**src/rtl/edge_pkg.sv**
```systemverilog
`default_nettype none
// +----------------------------------------------------------------------------+
// | Package : edge_pkg                                                          |
// | Purpose : Shared geometry constants and the row-feeder state encoding for   |
// |           the blur edge pipeline.                                           |
// | Rev     : 1.0  initial release                                              |
// +----------------------------------------------------------------------------+
package edge_pkg;

  localparam int PIXEL_W       = 8;   // bits per pixel
  localparam int TILE_W        = 16;  // strip width in pixels
  localparam int WIN_W         = 20;  // pixels presented to the blur stage
  localparam int STAGE_W       = 24;  // pixels covered by one row's fetch
  localparam int WORDS_PER_ROW = 6;   // 32-bit memory words per row fetch

  // Pixels of the fetched span that fall outside the presented window, per side.
  localparam int EDGE_PAD = (STAGE_W - WIN_W) / 2;

  typedef enum logic [1:0] {
    IDLE  = 2'd0,
    FETCH = 2'd1,
    READY = 2'd2,
    DRAIN = 2'd3
  } feeder_state_t;

endpackage : edge_pkg
`default_nettype wire

```
**src/rtl/flex_counter.sv**
```systemverilog
`default_nettype none
// +----------------------------------------------------------------------------+
// | Module  : flex_counter                                                      |
// | Purpose : Free-running up counter with synchronous clear and count enable.  |
// |           Clear has priority over enable. Wraps naturally at 2^N.           |
// | Ports   : clk, n_rst (async, active-low), clear, count_enable -> count_out  |
// | Rev     : 1.0  initial release                                              |
// +----------------------------------------------------------------------------+
module flex_counter #(
  parameter int NUM_CNT_BITS = 4
) (
  input  logic                    clk,
  input  logic                    n_rst,
  input  logic                    clear,
  input  logic                    count_enable,
  output logic [NUM_CNT_BITS-1:0] count_out
);

  logic [NUM_CNT_BITS-1:0] count_q;
  logic [NUM_CNT_BITS-1:0] count_d;

  always_comb begin
    count_d = count_q;
    if (clear) begin
      count_d = '0;
    end else if (count_enable) begin
      count_d = count_q + NUM_CNT_BITS'(1);
    end
  end

  always_ff @(posedge clk or negedge n_rst) begin
    if (!n_rst) begin
      count_q <= '0;
    end else begin
      count_q <= count_d;
    end
  end

  assign count_out = count_q;

endmodule : flex_counter
`default_nettype wire

```
**src/rtl/blur_row_feeder.sv**
```systemverilog
`default_nettype none
// +----------------------------------------------------------------------------+
// | Module  : blur_row_feeder                                                   |
// | Purpose : Producer side of the blur row handoff. Walks the image in         |
// |           16-pixel vertical strips, top to bottom, fetches each row's       |
// |           24-pixel span (cols c-4..c+19) from image memory and presents the |
// |           20-pixel window (cols c-2..c+17) on blur_in. The next row is      |
// |           prefetched while the blur stage works on the current one.         |
// | Config  : EDGE_REPLICATE_EN - when defined, columns left of the image take  |
// |           the value of col 0 and columns right of it take col IMG_W-1;      |
// |           otherwise they read as zero.                                      |
// | Ports   : clk, n_rst (async, active-low), start                             |
// |           mem_req/mem_addr/mem_rdata/mem_ack : image memory read port       |
// |           blur_final    : blur controller finished its current row          |
// |           anchor_moving : a staged row is waiting for handoff               |
// |           anchor_x/y    : row index / strip column of last handed-off row   |
// |           blur_in       : 20-pixel window, [0] = col c-2                    |
// |           frame_done    : one-cycle pulse after the last row is consumed    |
// | Rev     : 1.0  initial release                                              |
// +----------------------------------------------------------------------------+
module blur_row_feeder
  import edge_pkg::*;
#(
  parameter int IMG_W     = 640,
  parameter int IMG_H     = 480,
  parameter int ADDR_W    = 18,
  parameter int BASE_ADDR = 0
) (
  input  logic                             clk,
  input  logic                             n_rst,
  input  logic                             start,
  output logic                             mem_req,
  output logic [ADDR_W-1:0]                mem_addr,
  input  logic [31:0]                      mem_rdata,
  input  logic                             mem_ack,
  input  logic                             blur_final,
  output logic                             anchor_moving,
  output logic [31:0]                      anchor_x,
  output logic [31:0]                      anchor_y,
  output logic [WIN_W-1:0][PIXEL_W-1:0]    blur_in,
  output logic                             frame_done
);

  feeder_state_t state_q, state_d;
  logic [31:0]   r_q, r_d;
  logic [31:0]   c_q, c_d;
  logic [31:0]   anchor_x_q, anchor_x_d;
  logic [31:0]   anchor_y_q, anchor_y_d;
  logic          busy_q, busy_d;
  logic          mem_req_q, mem_req_d;
  logic [ADDR_W-1:0] mem_addr_q, mem_addr_d;
  logic          anchor_moving_q, anchor_moving_d;
  logic          frame_done_q, frame_done_d;
  logic [WIN_W-1:0][PIXEL_W-1:0] win_q, win_d;

  logic [3:0]    k;
  logic          cnt_clear;
  logic          cnt_en;

  logic          left_edge;
  logic          right_edge;
  logic          last_word;
  logic          skip_word;
  logic          do_ack;
  logic          do_skip;
  logic          handoff;
  logic          wr_en;
  logic [31:0]   wr_data;
  logic          rep_l;
  logic          rep_r;
  logic [31:0]   pix_idx;
  logic [PIXEL_W-1:0] win_nxt [WIN_W];

  // Word index k within the current row's fetch.
  flex_counter #(
    .NUM_CNT_BITS (4)
  ) u_k_cnt (
    .clk          (clk),
    .n_rst        (n_rst),
    .clear        (cnt_clear),
    .count_enable (cnt_en),
    .count_out    (k)
  );

  // Fetch bookkeeping.
  always_comb begin
    left_edge  = (c_q == 32'd0);
    right_edge = ((c_q + 32'(TILE_W)) == 32'(IMG_W));
    last_word  = (k == 4'(WORDS_PER_ROW - 1));
    // Only the outermost words can lie wholly outside the image.
    skip_word  = ((k == 4'd0) && left_edge) || (last_word && right_edge);
    do_ack     = (state_q == FETCH) && mem_req_q && mem_ack;
    do_skip    = (state_q == FETCH) && !mem_req_q && skip_word;
    // Linear pixel index of the first column of word k: r*IMG_W + c - 4 + 4k.
    pix_idx    = r_q * 32'(IMG_W) + c_q + {26'd0, k, 2'b00} - 32'd4;
    handoff    = (state_q == READY) && anchor_moving_q && (!busy_q || blur_final);
    wr_data    = do_ack ? mem_rdata : 32'd0;
`ifdef EDGE_REPLICATE_EN
    // Skipped words are left alone and filled from the neighbouring word of
    // the same row when it arrives: word 1 holds col 0, word 4 holds IMG_W-1.
    wr_en      = do_ack;
    rep_l      = do_ack && (k == 4'd1) && left_edge;
    rep_r      = do_ack && (k == 4'(WORDS_PER_ROW - 2)) && right_edge;
`else
    wr_en      = do_ack || do_skip;
    rep_l      = 1'b0;
    rep_r      = 1'b0;
`endif
  end

  // Only the 20 presented pixels are stored; the two outer pixels on each
  // side of the fetched span never reach blur_in so their writes are dropped.
  for (genvar gi = 0; gi < WIN_W; gi++) begin : g_win
    localparam int S = gi + EDGE_PAD;   // position within the fetched span
    localparam int K = S / 4;           // word holding this pixel
    localparam int B = S % 4;           // byte lane within that word
    logic [PIXEL_W-1:0] pix_new;

    always_comb begin
      pix_new = win_q[gi];
      if (wr_en && (k == 4'(K))) begin
        pix_new = wr_data[B*PIXEL_W +: PIXEL_W];
      end else if (rep_l && (K == 0)) begin
        pix_new = mem_rdata[PIXEL_W-1:0];
      end else if (rep_r && (K == WORDS_PER_ROW - 1)) begin
        pix_new = mem_rdata[31 -: PIXEL_W];
      end
    end

    assign win_nxt[gi] = pix_new;
  end

  // Next-state and output logic.
  always_comb begin
    state_d         = state_q;
    r_d             = r_q;
    c_d             = c_q;
    anchor_x_d      = anchor_x_q;
    anchor_y_d      = anchor_y_q;
    busy_d          = busy_q;
    mem_req_d       = mem_req_q;
    mem_addr_d      = mem_addr_q;
    anchor_moving_d = anchor_moving_q;
    frame_done_d    = 1'b0;
    cnt_clear       = 1'b0;
    cnt_en          = 1'b0;
    for (int i = 0; i < WIN_W; i++) begin
      win_d[i] = win_nxt[i];
    end

    case (state_q)
      IDLE: begin
        if (start) begin
          state_d   = FETCH;
          r_d       = 32'd0;
          c_d       = 32'd0;
          cnt_clear = 1'b1;
        end
      end

      FETCH: begin
        if (do_ack || do_skip) begin
          cnt_en = 1'b1;
          if (do_ack) begin
            mem_req_d = 1'b0;
          end
          if (last_word) begin
            state_d         = READY;
            anchor_moving_d = 1'b1;
          end
        end else if (!mem_req_q) begin
          mem_req_d  = 1'b1;
          mem_addr_d = ADDR_W'(32'(BASE_ADDR) + (pix_idx >> 2));
        end
        // The blur stage may finish the previous row while we prefetch.
        if (blur_final) begin
          busy_d = 1'b0;
        end
      end

      READY: begin
        if (handoff) begin
          anchor_x_d      = r_q;
          anchor_y_d      = c_q;
          busy_d          = 1'b1;
          anchor_moving_d = 1'b0;
          if (r_q == 32'(IMG_H - 1)) begin
            r_d = 32'd0;
            c_d = c_q + 32'(TILE_W);
          end else begin
            r_d = r_q + 32'd1;
          end
          if ((r_q == 32'(IMG_H - 1)) && right_edge) begin
            state_d = DRAIN;
          end else begin
            state_d   = FETCH;
            cnt_clear = 1'b1;
          end
        end else if (blur_final) begin
          busy_d = 1'b0;
        end
      end

      DRAIN: begin
        if (blur_final) begin
          frame_done_d = 1'b1;
          busy_d       = 1'b0;
          state_d      = IDLE;
        end
      end

      default: begin
        state_d = IDLE;
      end
    endcase
  end

  always_ff @(posedge clk or negedge n_rst) begin
    if (!n_rst) begin
      state_q         <= IDLE;
      r_q             <= '0;
      c_q             <= '0;
      anchor_x_q      <= '0;
      anchor_y_q      <= '0;
      busy_q          <= 1'b0;
      mem_req_q       <= 1'b0;
      mem_addr_q      <= '0;
      anchor_moving_q <= 1'b0;
      frame_done_q    <= 1'b0;
      win_q           <= '0;
    end else begin
      state_q         <= state_d;
      r_q             <= r_d;
      c_q             <= c_d;
      anchor_x_q      <= anchor_x_d;
      anchor_y_q      <= anchor_y_d;
      busy_q          <= busy_d;
      mem_req_q       <= mem_req_d;
      mem_addr_q      <= mem_addr_d;
      anchor_moving_q <= anchor_moving_d;
      frame_done_q    <= frame_done_d;
      win_q           <= win_d;
    end
  end

  assign mem_req       = mem_req_q;
  assign mem_addr      = mem_addr_q;
  assign anchor_moving = anchor_moving_q;
  assign anchor_x      = anchor_x_q;
  assign anchor_y      = anchor_y_q;
  assign blur_in       = win_q;
  assign frame_done    = frame_done_q;

endmodule : blur_row_feeder
`default_nettype wire

```
**config.mk**
```make
export PLATFORM = sky130hd
export DESIGN_NAME = blur_row_feeder
export DESIGN_NICKNAME = d
export VERILOG_FILES = /design/src/rtl/edge_pkg.sv /design/src/rtl/flex_counter.sv /design/src/rtl/blur_row_feeder.sv
export SDC_FILE = /design/constraint.sdc
export NUM_CORES = 1
export LEC_CHECK = 0
export CORE_MARGIN = 2
export CORE_UTILIZATION = 30
export DETAILED_ROUTE_END_ITERATION = 10
export MAX_ROUTING_LAYER = met4
export PLACE_DENSITY = 0.49
export SYNTH_ARGS = -nofsm -noshare
export SYNTH_HDL_FRONTEND = slang
export SYNTH_SLANG_ARGS = --single-unit
```
**constraint.sdc**
```tcl
create_clock -name clk -period 3.8 [get_ports clk]
set_clock_uncertainty 0.1 [all_clocks]
set_input_delay 0.76 -clock clk [delete_from_list [all_inputs] [get_ports clk]]
set_output_delay 0.76 -clock clk [all_outputs]
set_load 0.01 [all_outputs]
```
After elaboration in Yosys (flattened, before gate mapping)
Cells that the tools add are included.
{ "op_classes": {"add_sub_neg": 6, "mux": 34, "eq_ne": 17, "n_reduce_logical": 35, "n_mul": 1, "bitwise_logic": 2} }
{ "op_table": {"columns": ["op", "n"], "rows": [
  ["two-way mux 32 bit", 6],
  ["one-hot mux 32 bit (2 select lines)", 2],
  ["adder 32 x 1 -> 32 bit (second input constant)", 1],
  ["adder 32 x 5 -> 32 bit (second input constant)", 1],
  ["== test 32 x 10 -> 1 bit (second input constant)", 1],
  ["== test 32 x 9 -> 1 bit (second input constant)", 1],
  ["zero test 32 bit", 1],
  ["multiplier 32 x 3 -> 13 bit (second input constant)", 1],
  ["adder 20 bit", 1],
  ["adder 20 x 6 -> 20 bit", 1],
  ["subtractor 20 x 3 -> 20 bit (second input constant)", 1],
  ["logical AND 1 bit", 15],
  ["two-way mux 1 bit", 14],
  ["two-way mux 2 bit", 6],
  ["inequality test 2 bit (second input constant)", 6],
  ["== test 4 x 2 -> 1 bit (second input constant)", 2],
  ["== test 4 x 3 -> 1 bit (second input constant)", 2],
  ["two-way mux 4 bit", 2],
  ["one-hot mux 2 bit (4 select lines)", 1],
  ["AND reduction 4 bit", 2],
  ["nonzero test 2 bit", 4],
  ["one-hot mux 1 bit (2 select lines)", 3],
  ["AND reduction 3 bit", 2],
  ["AND reduction 5 bit", 1],
  ["other kinds (12)", 18]
]} }
{ "totals": {"register_bits": 316, "inputBits": 37, "wordCells": 126} }

Depth between registers and ports, before layout
Gate-level depths: netlist of the first run.
{ "depth": {"word_depth": 10, "ltp_mapped": 17} }

Hierarchy
A second synthesis of the first run with hierarchy kept.
{ "unflattened": {"hier_cells": 1441, "area_unflattened_um2": 14782.9} }
{ "by_module_without_submodules": {"columns": ["module", "cells_per_inst", "seq_area_each_um2", "area_per_inst_um2", "n_inst"], "rows": [
  ["blur_row_feeder", 1425, 7607.3, 14590.2, 1],
  ["flex_counter", 16, 100.1, 192.7, 1]
]} }

Least setup slack after synthesis of the first run
Ideal clock, no wire load.
{ "synth_timing": {"kind": "reg-to-reg", "from": "reg r_q[3]", "to": "reg mem_addr_q[17], in the netlist mem_addr[17]", "arrival_ns": 3.567, "t_required_ns": 3.575, "slack_ns": 0.008, "stages_incl_launch_ff": 17, "synth_period_minus_slack_ns": 3.792, "path_cell_list": "dfrtp_1 -> ha_1 -> ha_1 -> fa_1 -> a21o_1 -> a21oi_1 -> o21bai_1 -> a21oi_1 -> xnor2_1 -> ha_1 -> inv_1 -> ha_1 -> a21o_1 -> a31oi_1 -> o21ai_0 -> xnor2_1 -> mux2_2"} }
{ "synth_between": {"elab_chain_cells": 4} }
{ "synth_rtl": {"columns": ["element", "line_no", "source"], "rows": [
  ["start, declared", "blur_row_feeder.sv:45", "logic [31:0] r_q, r_d;"],
  ["start signal, assigned", "blur_row_feeder.sv:233", "r_q <= r_d;"],
  ["multiplier 32 x 3 -> 13 bit", "blur_row_feeder.sv:95", "pix_idx = r_q * 32'(IMG_W) + c_q + {26'd0, k, 2'b00} - 32'd4;"],
  ["adder 20 bit", "blur_row_feeder.sv:95", null],
  ["adder 20 x 6 -> 20 bit", "blur_row_feeder.sv:95", null],
  ["subtractor 20 x 3 -> 20 bit", "blur_row_feeder.sv:95", null],
  ["end signal, assigned", "blur_row_feeder.sv:239", "mem_addr_q <= mem_addr_d;"],
  ["end, declared", "blur_row_feeder.sv:51", "logic [ADDR_W-1:0] mem_addr_q, mem_addr_d;"]
]} }
Every way passes these cells.
A chain may end at the register's enable or synchronous reset.

Worst setup path after layout of the first run
Ends and elaborated chain as after synthesis.

==> metrics.sh, run 1 <==
SYNTH_MOST_COMMON_CELL='sky130_fd_sc_hd__dfrtp_1'
CRITPATHKIND='reg2reg'
PIN_COUNT=282
CTS_ROOT_BUF='sky130_fd_sc_hd__clkbuf_16'
SYNTH-WARNING-COUNT=0
CTS_BUFFERS=38
SYNTH-EDFF-COUNT=0
PLACEABLECOREAREA_UM2=50200
TOTAL_VIA_COUNT_AFTER_DETAILED_ROUTING=11900
SYNTH_AREA_LEADER_CELL='sky130_fd_sc_hd__dfrtp_1'
GRT_PASS1_VIAS=11900
ROUTABILITYCONGESTION=0.852
SEQCELLAREA_UM2=7710
MAX_CAP_VIOLATION_COUNT=0
NUMBER_OF_DRC_MARKERS_IN_ITERATION_0=807
FINALNETCOUNT=1823
FINALSETUPVIOLATIONS=0
IR_DROP_mV=0.321
CLOCK_SLEW_AT_REPORTED_PATH_FFS_NS=0.06
POWER.STATIC_LEAKAGE_nW=9.31
GRT_UTIL_ALL_LAYERS_PCT=18.2
ROUTED_WIRE_LENGTH_PER_INSTANCE_UM=19.5
DETAIL-ROUTE-ANTENNA-NETS=0
MAXIMUM_NUMBER_OF_PINS_ON_ONE_NET_BEFORE_GLOBAL_ROUTE_REPAIR=96
SYNTH.AREA.TOP_CELLS='sky130_fd_sc_hd__dfrtp_1, sky130_fd_sc_hd__mux2_4, sky130_fd_sc_hd__nand2_1'
R2R-START='r_q[3]$_DFFE_PN0P_'
DP_WORST_SETUP_SLACK_NS=0.0000182
SLEW_VIOLATIONS=0
LAYOUT-AREA-OVERHEAD-VS-SYNTH_PCT=34.2
CLOCK_NET_SINK_COUNT=308
DETAILED_PLACE_HPWL_MM=33.4
MULTI_INPUT_GATE_AREA_IN_THE_FINAL_LAYOUT_UM2=6950
POWER_DENSITY_nW_PER_UM2=712
POST_LAYOUT_UTIL_PCT=40.9
GRT_ANTENNA_BEFORE_REPAIR=1
SYNTHESIS.INSTANCES=1410
SYN_AREA_UM2=15300
CLK_LAT_WORST_SKEW_NS=0.55
POST-ROUTE-PERIOD-UTIL_PCT=95.0
DRTPASS1ITERATIONS=5
COUNT_OF_DIFFERENT_CELL_MASTERS_AFTER_SYNTHESIS=63
FMAX_MHz=277
FINALCRITICALPERIOD_NS=3.61
CRIT_PATH_MAX_FANOUT=8
ROUTE.DETAILED.DRC=0
POSTCTSHOLDBUFS=0
FINAL_CELLS=2424
GRT_SETUP_UNREPAIRED='yes'
REG2REG_SETUP_SLACK_NS=0.19
DIEAREA_UM2=52800
VIASPERCELL=4.91
SYNTH_TOP_FLOP_CELL='sky130_fd_sc_hd__dfrtp_1'
COUNT_OF_BUFFERS_FROM_PORT_BUFFERING=277
WORST-SLEW-PIN-TRANSITION_NS=1.06
STD_CELL_ROWS=82
ASYNC_FLOP_SHARE_PCT=100
SETUP_SLACK_NS=0.190
GR-TOTAL-OVERFLOW=0
OUTCOME='complete, no violations'
MAX-CLOCK-PATH-BUFFERS=3
FIRST_PASS_GRT_WIRE_LENGTH_MM=72.9
SETUP.WORST_PATH.START='r_q[3]$_DFFE_PN0P_'
WORST_SETUP_PATH_START_KIND='flop'
DIE_OUTLINE_WIDTH_UM=230
CTS_MAX_LEVEL=2
DIEHEIGHT_UM=230
ROUTED_WL_MM=47.3
CP.REQUIRED_NS=4.14
NUMPLACEDINSTANCES=2358
FINAL-HOLD-VIOLATION-COUNT=0
INITIAL_CORE_UTIL_PCT=30.5
TOP_CELL_TYPES_BY_OCCURRENCE_AFTER_SYNTHESIS='sky130_fd_sc_hd__dfrtp_1, sky130_fd_sc_hd__nand2_1, sky130_fd_sc_hd__o21ai_0, sky130_fd_sc_hd__mux2_4, sky130_fd_sc_hd__a22o_1'
SYN-MEAN-INSTANCE-AREA_UM2=10.8
WORST_R2R_ENDPOINT='mem_addr[17]$_DFFE_PN0P_'
SEQ_AREA_FRAC_SYNTH_PCT=50.4
TRITONCTS='yes'
CRITICAL_PATH.ENDPOINT='mem_addr[17]$_DFFE_PN0P_'
MIN_PATH_TYPE='in2async'
WORSTREGTOREGCELLS=17
LAYOUT-DRIVE-GT1-SHARE_PCT=16.2
TOP_CELL_TYPE_S_SHARE_OF_SYNTHESIZED_AREA_PCT=50.4
TIMING.SLEW.HEADROOM_PCT=29.1
N_FILL_CELL=4878
YS_SEQ_ELEMENTS=308
WORSTSETUPENDPOINTTYPE='flop'
ARRIVAL_NS=3.95
==> registers in the layout, indices dropped and copies added, names as in the netlist <==
name and cells:
mem_addr 18, anchor_y 28, r_q 32, busy_q 1
frame_done 1, anchor_x 32, u_k_cnt.count_out 4, blur_in 160
mem_req 1, anchor_moving 1, c_q 28, state_q 2
==> cell type report <==
type / count / share of cell area [%]
Sequential cell: 308 / 37.6
Multi-Input combinational cell: 968 / 33.9
Timing Repair Buffer: 355 / 17.1
Clock buffer: 54 / 5.33
Tap cell: 672 / 4.10
Inverter: 56 / 1.03
Clock inverter: 10 / 0.946
Antenna cell: 1 / 0.0122
==> critical path: stages (launching register included) <==
cell and delay, ns:
sky130_fd_sc_hd__dfrtp_1 0.43, sky130_fd_sc_hd__buf_4 0.19, sky130_fd_sc_hd__ha_1 0.33, sky130_fd_sc_hd__ha_4 0.26
sky130_fd_sc_hd__a21o_1 0.16, sky130_fd_sc_hd__a21oi_2 0.14, sky130_fd_sc_hd__o21bai_1 0.11, sky130_fd_sc_hd__a21oi_2 0.18
sky130_fd_sc_hd__o21bai_1 0.08, sky130_fd_sc_hd__a21oi_1 0.15, sky130_fd_sc_hd__xor2_1 0.09, sky130_fd_sc_hd__ha_2 0.31
sky130_fd_sc_hd__inv_1 0.03, sky130_fd_sc_hd__ha_1 0.31, sky130_fd_sc_hd__a21oi_1 0.15, sky130_fd_sc_hd__o21ai_1 0.10
sky130_fd_sc_hd__xnor2_1 0.13, sky130_fd_sc_hd__mux2_2 0.26
==> cells in the final DEF (no fill, tap or decap), drive strengths merged, types with 5 or more instances in the layout <==
master,instances
xor2,21
a31oi,18
nand4,18
nor3,21
and3,20
clkdlybuf4s50,276
a21oi,33
nand3,42
ha,57
inv,58
o21ai,97
clkbuf,54
dfrtp,308
a21o,8
nand2,219
buf,79
bufinv,5
or3,6
a22o,65
and2,39
o31ai,14
nor2b,6
mux2,114
a211oi,7
xnor2,25
nor4,20
nor2,63
==> power by group <==
group | internal [mW] | switching (mW) | leakage (nW)
registers | 4.18 | 0.576 | 4.13
logic | 3.36 | 2.70 | 4.54
clock network | 2.34 | 1.45 | 0.631
==> metrics by stage <==
step	total power [mW]	hold slack [ns]	area, um2	TNS (ns)
after floorplan	7.94	0.364	15300	0
after global placement	10.8	0.364	19100	0
after detailed placement	10.9	0.361	19100	0
after CTS	14.8	0.0373	20400	0
after global routing	15.4	0.0642	20500	-0.0229
final	14.6	0.0351	20500	0
==> cells by family after synthesis <==
kind of cell,Yosys count,synth area share (%)
other cells,1,0.0245
flops,308,50.4
compound gates,270,11.7
xor+xnor,46,2.64
mux,116,10.7
fa+ha+maj,59,4.93
simple gates,473,14.7
buf+inv,137,4.77
==> worst min path at each step <==
stage,startpoint,to,slack [ns],cells past startpoint
2_1_floorplan,n_rst,anchor_moving$_DFFE_PN0P_,0.36,0
3_3_place_gp,anchor_y[23]$_DFFE_PN0P_,anchor_y[23]$_DFFE_PN0P_,0.36,2
3_5_place_dp,anchor_y[22]$_DFFE_PN0P_,anchor_y[22]$_DFFE_PN0P_,0.36,2
4_1_cts,n_rst,blur_in[77]$_DFFE_PN0P_,0.04,1
5_1_grt,n_rst,blur_in[77]$_DFFE_PN0P_,0.06,1
6_report,n_rst,blur_in[109]$_DFFE_PN0P_,0.04,1
==> what timing repair did <==
item,CTS,global route
endpoints found under the hold margin,0,0
setup endpoints to repair,1,11
gates resized for setup,0,15
buffers inserted,0,1
pin swaps,1,9
==> routing by layer <==
| layer | vias to the layer above | part of all wire, % | global-route usage (%) |
|---|---|---|---|
| li1 | 5578 | - | - |
| met2 | 376 | 44 | 27.0 |
| met1 | 5882 | 47 | 25.2 |
| met4 | 0 | 2.1 | 4.74 |
| met5 | - | 0 | - |
| met3 | 65 | 6.1 | 3.83 |
No activity file was read; power rests on OpenSTA's default activity.
==> run 2: changes to the inputs <==
--- a/config.mk
+++ b/config.mk
@@ -6,10 +6,11 @@
 export NUM_CORES = 1
 export LEC_CHECK = 0
 export CORE_MARGIN = 2
-export CORE_UTILIZATION = 30
+export CORE_UTILIZATION = 54
 export DETAILED_ROUTE_END_ITERATION = 10
+export DONT_BUFFER_PORTS = 1
 export MAX_ROUTING_LAYER = met4
-export PLACE_DENSITY = 0.49
+export PLACE_DENSITY = 0.68
 export SYNTH_ARGS = -nofsm -noshare
 export SYNTH_HDL_FRONTEND = slang
 export SYNTH_SLANG_ARGS = --single-unit
==> run 2 against run 1 <==
The flow now finishes with violations (hold timing). Maximum frequency fell by 1.6%. Sequential share of layout area increased by 7.6 points. Highest routed layer unchanged. Combinational power fell by 40%.
==> metrics.sh, run 2 (same netlist as run 1, synthesis figures left out) <==
WORST-SLEW-PIN-TRANSITION_NS=0.964  # -0.100 ns
FINALSETUPVIOLATIONS=0  # unchanged
MAX_CAP_VIOLATION_COUNT=0  # unchanged
MIN_PATH_TYPE='in2async'
FINALNETCOUNT=1525  # -16%
PLACEABLECOREAREA_UM2=27900  # -44%
ARRIVAL_NS=3.96  # about the same
N_FILL_CELL=2218  # -55%
VIASPERCELL=5.94  # +21%
PIN_COUNT=282  # unchanged
SLEW_VIOLATIONS=0  # unchanged
FINALCRITICALPERIOD_NS=3.67  # +0.0579 ns
MAXIMUM_NUMBER_OF_PINS_ON_ONE_NET_BEFORE_GLOBAL_ROUTE_REPAIR=309  # +220%
DIE_OUTLINE_WIDTH_UM=172  # -25%
SETUP_SLACK_NS=0.132  # -0.0579 ns
CRITPATHKIND='reg2reg'
CRITICAL_PATH.SLOWEST_CELL='sky130_fd_sc_hd__dfrtp_1'
ANTENNA-DIODE-COUNT=0  # -1
ROUTED_WL_MM=39.8  # -16%
TRITONCTS='yes'
POWER.STATIC_LEAKAGE_nW=8.16  # -12%
LARGEST_REGISTER_FF_COUNT=160  # unchanged
FINAL-HOLD-VIOLATION-COUNT=308  # +308
DIEAREA_UM2=29700  # -44%
DRTPASS1ITERATIONS=5  # unchanged
WORSTSETUPENDPOINTTYPE='flop'
TIMING.SLEW.HEADROOM_PCT=35.7  # +6.7 points
LAYOUT-DRIVE-GT1-SHARE_PCT=18.6  # +2.5 points
POST-ROUTE-PERIOD-UTIL_PCT=96.5  # +1.5 points
DIEHEIGHT_UM=172  # -25%
FMAX_MHz=273  # -1.6%
NUMBER_OF_DRC_MARKERS_IN_ITERATION_0=944  # +17%
DETAILED_PLACE_HPWL_MM=27.4  # -18%
STD_CELL_ROWS=61  # -26%
CLOCK_SLEW_AT_REPORTED_PATH_FFS_NS=0.06  # about the same
REG2REG_SETUP_SLACK_NS=0.13  # -0.06 ns
WORST_SETUP_PATH_START_KIND='flop'
DETAIL-ROUTE-ANTENNA-NETS=0  # unchanged
FIRST_PASS_GRT_WIRE_LENGTH_MM=61.3  # -16%
CTS_MAX_LEVEL=2  # unchanged
FINAL_CELL_MIX='sky130_fd_sc_hd__dfrtp_1, sky130_fd_sc_hd__nand2_1, sky130_fd_sc_hd__o21ai_0'
MAX-CLOCK-PATH-BUFFERS=3  # unchanged
OUTCOME='finished, violations left'
PATH_CELLS='ha_1 > ha_2 > fa_2 > buf_4 > xnor2_1 > ha_1 > inv_1 > ha_1 > nand3_1 > nand2_1 > a41oi_1 > a21oi_2 > a31oi_2 > o21ai_1 > xnor2_1 > mux2_2'
CTS_BUFFERS=34  # -11%
POWER_DENSITY_nW_PER_UM2=730  # +2.5%
GRT_ANTENNA_BEFORE_REPAIR=0  # -1
ROUTE.DETAILED.DRC=0  # unchanged
CRIT_TOP_CELL='sky130_fd_sc_hd__ha_1'
CLOCK_NET_SINK_COUNT=308  # unchanged
COUNT_OF_BUFFERS_FROM_PORT_BUFFERING=0  # -100%
VIOLATIONS='hold timing'
LAYOUT-AREA-OVERHEAD-VS-SYNTH_PCT=11.6
GRT_UTIL_ALL_LAYERS_PCT=27.3  # +9.1 points
WORST_PATH_DOMINANT_CELL_FAMILY='adder cells'
IR_DROP_mV=0.389  # +21%
INITIAL_CORE_UTIL_PCT=54.9  # +24 points
LAYOUT_COMMONEST_CELL='sky130_fd_sc_hd__dfrtp_1'
CRITPATHMAXSTAGEDELAY_NS=0.39  # -0.04 ns
TOTAL_VIA_COUNT_AFTER_DETAILED_ROUTING=10900  # -8.5%
CRIT_PATH_MAX_FANOUT=5  # -3
POST_LAYOUT_UTIL_PCT=61.2  # +20 points
WORST_HOLD_SLACK_NS=-0.136  # -0.171 ns
ROUTABILITYCONGESTION=0.932  # +9.4%
CTS_ROOT_BUF='sky130_fd_sc_hd__clkbuf_16'
GR-TOTAL-OVERFLOW=0  # unchanged
GRT_PASS1_VIAS=10700  # -10%
CP.REQUIRED_NS=4.09  # -0.05 ns
CLK_LAT_WORST_SKEW_NS=0.51  # -0.04 ns
DP_WORST_SETUP_SLACK_NS=-0.0296  # -0.0296 ns
ROUTED_WIRE_LENGTH_PER_INSTANCE_UM=21.7  # +11%
PATH_BUF_INV=2  # unchanged
==> run 2: changes by cell type in the layout (fill, tap and decap cells not counted), sizes merged <==
cell and change:
bufinv -3, diode -1, clkinvlp +3, inv -1, clkdlybuf4s50 -276, clkinv +4
buf -18, clkbuf -6
==> run 2: timing repair <==
item | 4_1_cts | 5_1_grt
endpoints found under the setup margin | 2 | 149
pin swaps | 1 | 4
hold endpoints to repair | 308 | 308
gates cloned | 0 | 0
buffers inserted | 0 | 1
gates resized for setup | 3 | 19
==> run 2: worst register-to-register path: cells and delay by family, from the launching register on <==
kind	cells	cell delay, ns
flip-flops	1	0.39
AND/OR/NAND/NOR	2	0.16
AO/OA/AOI/OAI	4	0.74
adder cells (fa/ha/maj)	5	1.48
buffers and inverters	2	0.18
XOR/XNOR	2	0.25
multiplexers	1	0.26
==> run 2: per-stage QoR <==
stage	area (um2)	cells	power [mW]	hold WS (ns)	setup TNS, ns
finish	17100	1832	12.5	-0.136	0
global route	17100	1832	13.1	-0.162	-0.0148
CTS	17000	1831	12.4	-0.166	0
detailed placement	15800	1770	8.94	0.370	-0.0296
global placement	15800	1770	8.84	0.373	0
floorplan	15300	1413	7.94	0.364	0
==> run 2: power by group <==
group	switching (mW)	internal [mW]
sequential	1.22	4.17
clock	1.33	2.07
combinational	1.69	1.97
==> run 2: layout make-up <==
cell class / count / area (um2) / area share (%)
clock buffers: 48 / 1050 / 6.14
clock inverters: 13 / 134 / 0.785
well taps: 378 / 473 / 2.77
flip-flops and latches: 308 / 7710 / 45.2
repair buffers: 61 / 520 / 3.05
multi-input cells: 968 / 6970 / 40.8
inverters: 56 / 210 / 1.23
==> run 2: path summary, 6_finish.rpt <==
kind | depth (start not counted) | start | endpoint
setup reg to reg | 16 | r_q[1]$_DFFE_PN0P_ | mem_addr[17]$_DFFE_PN0P_
min in group clk | 1 | mem_rdata[11] | blur_in[155]$_DFFE_PN0P_
setup / recovery | 16 | r_q[1]$_DFFE_PN0P_ | mem_addr[17]$_DFFE_PN0P_
hold reg to reg | 2 | anchor_x[21]$_DFFE_PN0P_ | anchor_x[21]$_DFFE_PN0P_
max in group asynchronous | 0 | n_rst | blur_in[26]$_DFFE_PN0P_
hold / removal | 0 | n_rst | c_q[22]$_DFFE_PN0P_
==> run 2: per-layer routing <==
metal / GRT usage, % / part of all wire [%]
met1: 35.1 / 42
met2: 43.2 / 48
met3: 6.66 / 8.5
met4: 7.93 / 2.3
met5: - / 0
